==> config.mk <==
export PLATFORM = sky130hd
export DESIGN_NAME = gf16_syndrome
export DESIGN_NICKNAME = d
export VERILOG_FILES = /design/src/rtl/gf16_pkg.sv /design/src/rtl/gf16_horner_cell.sv /design/src/rtl/gf16_syndrome.sv
export SDC_FILE = /design/constraint.sdc
export NUM_CORES = 1
export LEC_CHECK = 0
export CAP_MARGIN = 20
export CORE_ASPECT_RATIO = 0.6
export CORE_MARGIN = 3
export CORE_UTILIZATION = 40
export CTS_BUF_LIST = sky130_fd_sc_hd__clkbuf_4
export DETAILED_ROUTE_END_ITERATION = 6
export PLACE_DENSITY = 0.68
export REMOVE_ABC_BUFFERS = 1
export SLEW_MARGIN = 20
export SYNTH_ARGS = -nofsm -noshare
export SYNTH_HDL_FRONTEND = slang
export SYNTH_SLANG_ARGS = --single-unit
export TNS_END_PERCENT = 5
==> constraint.sdc <==
create_clock -name clk -period 7.35 [get_ports clk]
set_clock_uncertainty 0.2 [all_clocks]
set_input_delay 0.735 -clock clk [delete_from_list [all_inputs] [get_ports clk]]
set_output_delay 0.735 -clock clk [all_outputs]
set_load 0.01 [all_outputs]
==> src/rtl/gf16_pkg.sv <==
// GF(16) arithmetic helpers shared by the syndrome calculator.
// Field: primitive polynomial x^4+x+1, alpha = 4'b0010.
// Optional build macro used by the top level: GF16_SYN_LAST_CHECK_EN.
package gf16_pkg;

   // Primitive polynomial x^4 + x + 1
   localparam logic [4:0] GF16_POLY = 5'b10011;

   // Field element in polynomial basis
   typedef logic [3:0] gf16_t;

   // Handshake states of the syndrome block
   typedef enum logic {
      ST_ACC  = 1'b0,
      ST_HOLD = 1'b1
   } syn_state_e;

   // Shift-and-add multiply with reduction by GF16_POLY; XOR/AND only.
   function automatic gf16_t gf16_mul(input gf16_t a, input gf16_t b);
      gf16_t prod;
      gf16_t shf;
      prod = '0;
      shf  = a;
      for (int i = 0; i < 4; i++) begin
         if (b[i]) begin
            prod = prod ^ shf;
         end
         shf = {shf[2:0], 1'b0} ^ (shf[3] ? GF16_POLY[3:0] : 4'b0000);
      end
      return prod;
   endfunction

   // alpha^e for any integer e; the multiplicative group has order 15.
   // Used only at elaboration to build root constants.
   function automatic gf16_t gf16_alpha_pow(input int e);
      int    m;
      gf16_t r;
      m = e % 15;
      if (m < 0) begin
         m = m + 15;
      end
      r = 4'b0001;
      for (int i = 0; i < 15; i++) begin
         if (i < m) begin
            r = gf16_mul(r, 4'b0010);
         end
      end
      return r;
   endfunction

endpackage

==> src/rtl/gf16_horner_cell.sv <==
// One Horner accumulator for a single syndrome S_j = r(root).
// load restarts the polynomial with the current symbol; otherwise the
// accumulator is multiplied by the root and the symbol is added.
module gf16_horner_cell
   import gf16_pkg::*;
(
   input  logic        clk,
   input  logic        reset_n,
   input  logic [3:0]  root,
   input  logic        load,
   input  logic        enable,
   input  logic [3:0]  symbol,
   output logic [3:0]  acc,
   output logic [3:0]  acc_next
);

   gf16_t acc_q;
   gf16_t acc_d;
   gf16_t horner_val;

   // Next accumulator value: fresh load or one Horner step
   always_comb begin
      horner_val = gf16_mul(acc_q, root) ^ symbol;
      acc_d      = acc_q;
      if (enable) begin
         acc_d = load ? symbol : horner_val;
      end
   end

   // Accumulator register
   always_ff @(posedge clk or negedge reset_n) begin
      if (!reset_n) begin
         acc_q <= '0;
      end else begin
         acc_q <= acc_d;
      end
   end

   assign acc      = acc_q;
   assign acc_next = acc_d;

endmodule

==> src/rtl/gf16_syndrome.sv <==
// Streaming Reed-Solomon syndrome calculator over GF(16).
// Symbols arrive highest degree first; NROOTS syndromes are produced by
// Horner accumulation and held as one word until the consumer takes it.
// Optional build macro: GF16_SYN_LAST_CHECK_EN enables in_last checking
// and the len_err flag; without it in_last is ignored and len_err is 0.
// reset_n asserts asynchronously; its release is expected to be already
// synchronised to clk by the surrounding reset controller.
module gf16_syndrome
   import gf16_pkg::*;
#(
   parameter int NSYM   = 15,
   parameter int NROOTS = 4,
   parameter int FCR    = 1
) (
   input  logic                  clk,
   input  logic                  reset_n,
   input  logic                  in_valid,
   output logic                  in_ready,
   input  logic [3:0]            in_data,
   input  logic                  in_last,
   output logic                  syn_valid,
   input  logic                  syn_ready,
   output logic [4*NROOTS-1:0]   syn,
   output logic                  syn_nonzero,
   output logic                  len_err
);

   localparam int CNT_W = (NSYM > 1) ? $clog2(NSYM) : 1;
   localparam logic [CNT_W-1:0] LAST_CNT = CNT_W'(NSYM - 1);

   syn_state_e         state_q;
   syn_state_e         state_d;
   logic [CNT_W-1:0]   count_q;
   logic [CNT_W-1:0]   count_d;
   logic               in_ready_q;
   logic               in_ready_d;
   logic               syn_valid_q;
   logic               syn_valid_d;
   logic               syn_nonzero_q;
   logic               syn_nonzero_d;
   logic               len_err_q;
   logic               len_err_d;

   logic               in_hs;
   logic               first_sym;
   logic               last_sym;
   logic [4*NROOTS-1:0] acc_flat;
   logic [4*NROOTS-1:0] acc_next_flat;

   // in_ready is only high in ACC, so a handshake implies ACC
   assign in_hs     = in_valid & in_ready_q;
   assign first_sym = in_hs & (count_q == '0);
   assign last_sym  = in_hs & (count_q == LAST_CNT);

   // One Horner cell per root alpha^(FCR+j-1), j = gi+1
   generate
      for (genvar gi = 0; gi < NROOTS; gi++) begin : g_root
         localparam gf16_t ROOT = gf16_alpha_pow(FCR + gi);

         gf16_horner_cell u_cell (
            .clk      (clk),
            .reset_n  (reset_n),
            .root     (ROOT),
            .load     (first_sym),
            .enable   (in_hs),
            .symbol   (in_data),
            .acc      (acc_flat[4*gi +: 4]),
            .acc_next (acc_next_flat[4*gi +: 4])
         );
      end
   endgenerate

   // Handshake FSM, symbol counter and result flags (next-state logic)
   always_comb begin
      state_d       = state_q;
      count_d       = count_q;
      in_ready_d    = in_ready_q;
      syn_valid_d   = syn_valid_q;
      syn_nonzero_d = syn_nonzero_q;
      len_err_d     = len_err_q;

      case (state_q)
         ST_ACC: begin
            if (in_hs) begin
               count_d = count_q + CNT_W'(1);
`ifdef GF16_SYN_LAST_CHECK_EN
               // Marker must be set exactly on the counted final symbol;
               // the flag restarts with each new block.
               len_err_d = (first_sym ? 1'b0 : len_err_q) |
                           (in_last ^ (count_q == LAST_CNT));
`endif
               if (last_sym) begin
                  state_d       = ST_HOLD;
                  in_ready_d    = 1'b0;
                  syn_valid_d   = 1'b1;
                  // Flag comes from the values being loaded so it lines
                  // up with syn in the first HOLD cycle.
                  syn_nonzero_d = |acc_next_flat;
               end
            end
         end
         ST_HOLD: begin
            if (syn_ready) begin
               state_d     = ST_ACC;
               count_d     = '0;
               in_ready_d  = 1'b1;
               syn_valid_d = 1'b0;
            end
         end
         default: begin
            state_d     = ST_ACC;
            count_d     = '0;
            in_ready_d  = 1'b1;
            syn_valid_d = 1'b0;
         end
      endcase
   end

   // FSM and control registers
   always_ff @(posedge clk or negedge reset_n) begin
      if (!reset_n) begin
         state_q       <= ST_ACC;
         count_q       <= '0;
         in_ready_q    <= 1'b1;
         syn_valid_q   <= 1'b0;
         syn_nonzero_q <= 1'b0;
         len_err_q     <= 1'b0;
      end else begin
         state_q       <= state_d;
         count_q       <= count_d;
         in_ready_q    <= in_ready_d;
         syn_valid_q   <= syn_valid_d;
         syn_nonzero_q <= syn_nonzero_d;
         len_err_q     <= len_err_d;
      end
   end

`ifndef GF16_SYN_LAST_CHECK_EN
   // Marker is deliberately not consumed in this build
   logic unused_in_last;
   assign unused_in_last = in_last;
`endif

   assign in_ready    = in_ready_q;
   assign syn_valid   = syn_valid_q;
   assign syn         = acc_flat;
   assign syn_nonzero = syn_nonzero_q;
   assign len_err     = len_err_q;

endmodule

==> reports/metrics.csv <==
stage;metric;value;unit
floorplan;die_h;54.57;microns
sta;rsz0062_at_grt;false;
pwr;powerDensity;117.0;nW/um^2
route;post_drt_wl_per_cell;15.56;microns
critical_path;required;7.36;ns
clock_tree;root_buffer;clkbuf_4;
floorplan;fp-row-count;16;
floorplan;initial_core_util;44.89;%
route;first_iter_violations;66;
critical_path;endpoint_kind;flip-flop;
layout;fill_cells;322;
critical_path;cpLargestDelayFamily;simple AND/OR/NAND/NOR gates;
pwr;p_leak;0.7702;nW
grt;grt_max_degree;27;
synth;ys_types;50;
synth;avgSynthCellArea;8.642;sq um
grt;grt_pass1_wl;6.417;mm
critical_path;rrSetupSlack;4.41;ns
clock_tree;cts_hold_buf;0;
sta;setup-violations-final;0;
route;dr_total_vias;1392;
synth;async_flop_share;100.0;%
synth;yosysWarnings;0;
critical_path;reg2reg_from;in_ready;
layout;areaGrowthSynthToFinish;16.71;%
synth;syn_area;1573;sq um
critical_path;path_max_fanout;17;
floorplan;die_area;4745;sq um
route;routed_wl;3.781;mm
grt;antenna_found_initial;0;
sta;max_freq;296.1;MHz
synth;synth_seq_cells;24;
critical_path;path_cells;clkdlybuf4s50_1, and2_1, nand2_1, nor3_2, or4b_1, nor4_2, a31oi_1;
clock_tree;clk_pin_slew;0.13;ns
critical_path;slowest_stage;clkdlybuf4s50_1;
layout;drive_gt1_share;5.556;%
route;drt_pass1_iterations;4;
floorplan;core-area;3503;sq um
clock_tree;cts_sinks;24;
status;status;complete, no violations;
critical_path;critPathKind;in2reg;
critical_path;crit_path_start_kind;primary input;
sta;hold_violations;0;
placement;placedCellCount;239;
sta;min_period_over_period;45.95;%
sta;slew_headroom;49.11;%
critical_path;r2r_end;syn_nonzero;
synth;synth_edf_count;0;
grt;grt_pass1_vias;1258;
critical_path;max_stage_delay;0.69;ns
synth;synth.yosys.seq_area_share;38.27;%
synth;synth_ff_type;dfrtp_1;
sta;maxSlewViolCount;0;
route;m1WireLength;1.930;mm
layout;final_cell_mix;26 x nand2_1, 25 x clkdlybuf4s50_1, 23 x dfrtp_1, 15 x nor2_1, 10 x xnor2_1;
clock_tree;cts_tree;yes;
layout;layout_commonest_cell;nand2_1;
grt;track_usage;17.88;%
clock_tree;cts.repair.resized;0;
layout;nets;211;
floorplan;fp.dieW;86.95;microns
route;via_per_inst;5.728;
route;dr.max_layer_used;met4;
placement;gp_routability_congestion;0.8344;
clock_tree;cts_max_path_buffers;2;
pwr;ir_worst_vdd;0.09398;mV
placement;dpl.hpwl;2.781;mm
route;met3WireLength;263;microns
layout;antenna_cells;0;
layout;stdcell_count;243;
route;wl_met2;1.561;mm
route;ant_nets;0;
hold_path;hp-class;in2async;
placement;portBuffers;26;
sta;post-route-min-period;3.378;ns
clock_tree;cts_buffers;3;
critical_path;cp.arrival;3.38;ns
route;drc_errors;0;
synth;syn_inst;182;
critical_path;r2r_cells;6;
clock_tree;h-tree-depth;1;
sta;fin_setup_tns;0;ns
clock_tree;post-cts-setup-buffer-count;0;
job;drv_cap;0;
floorplan;io_pins;29;
sta;worst_slew_pin_slew;0.7614;ns
grt;overflow;0;
critical_path;cp_num_buf_inv;1;
clock_tree;clk_latency;0.32;ns
where the power goes:
| part | internal, mW | switching [mW] |
|---|---|---|
| registers | 0.133 | 0.000886 |
| logic | 0.00783 | 0.0129 |
| clock network | 0.0199 | 0.0406 |
worst max-delay path by stage:
stage / cells after the start / start / to / slack (ns)
2_1_floorplan: 6 / in_valid / syn_nonzero / 4.77
3_3_place_gp: 7 / in_valid / syn_nonzero / 3.62
3_5_place_dp: 7 / in_valid / syn_nonzero / 3.62
4_1_cts: 7 / in_valid / syn_nonzero / 3.96
5_1_grt: 7 / in_valid / syn_nonzero / 3.84
6_report: 7 / in_valid / syn_nonzero / 3.97
layout make-up:
class,count,area [sq um],area share [%]
Sequential cell,24,601.8,32.79
Tap cell,45,56.30,3.067
Timing Repair Buffer,26,255.2,13.91
Clock buffer,3,22.52,1.227
Clock inverter,1,3.754,0.2045
Inverter,9,33.78,1.840
Multi-Input combinational cell,135,862.1,46.97
worst reg2reg max path, cell delays in order (launching register included):
cell     delay (ns)
dfstp_2        0.68
and2_1         0.57
nand2_1        0.21
nor3_2         0.37
or4b_1         0.52
nor4_2         0.17
a31oi_1        0.11
through the flow:
| stage | util (%) | setup WS (ns) | power, mW | cell area, sq um | hold slack (ns) |
|---|---|---|---|---|---|
| finish | 52.39 | 3.972 | 0.2147 | 1836 | 0.1720 |
| detailed placement | 51.79 | 3.622 | 0.1570 | 1814 | 0.2734 |
| global placement | 51.79 | 3.624 | 0.1566 | 1814 | 0.2616 |
| floorplan | - | 4.771 | 0.1449 | 1498 | 0.2394 |
| CTS | 52.54 | 3.963 | 0.2194 | 1841 | 0.3057 |
| global route | 52.39 | 3.837 | 0.2257 | 1836 | 0.2011 |
sequential cells by signal, summed over array words and instances, names as in the netlist:
register	flops
state_q	1
count_q	4
in_ready	1
g_root.u_cell.acc	16
syn_valid	1
syn_nonzero	1
routing by layer:
layer | GRT usage [%] | vias up
met3 | 3.910 | 4
met4 | 3.109 | 0
li1 | - | 676
met1 | 27.54 | 666
met2 | 25.57 | 46
met5 | 0 | -
logic make-up after synthesis:
kind of cell | count (synthesis) | share of synthesized area [%]
other cells | 1 | 0.2384
flops | 24 | 38.27
xor+xnor | 11 | 6.126
compound gates | 50 | 21.64
fa+ha+maj | 3 | 2.387
mux | 1 | 0.6365
buf+inv | 23 | 6.921
simple gates | 69 | 23.79
Yosys cell counts, types with 3 or more instances:
| master | instances | area (sq um) |
|---|---|---|
| clkbuf_1 | 7 | 26.28 |
| o31ai_1 | 4 | 30.03 |
| inv_1 | 9 | 33.78 |
| a31oi_1 | 4 | 25.02 |
| o21ai_1 | 3 | 15.01 |
| nand3_1 | 4 | 20.02 |
| a21oi_1 | 8 | 40.04 |
| nand2_1 | 26 | 97.59 |
| xnor2_1 | 10 | 87.58 |
| dfrtp_1 | 23 | 575.6 |
| o21ai_0 | 9 | 45.04 |
| nor2_1 | 15 | 56.30 |
| a211oi_1 | 5 | 37.54 |
| ha_1 | 3 | 37.54 |
| nand4b_1 | 5 | 43.79 |
| buf_2 | 3 | 15.01 |
| nand2b_1 | 3 | 18.77 |
| buf_4 | 3 | 22.52 |
| o211ai_1 | 4 | 30.03 |
(Power assumes the default switching activity.)
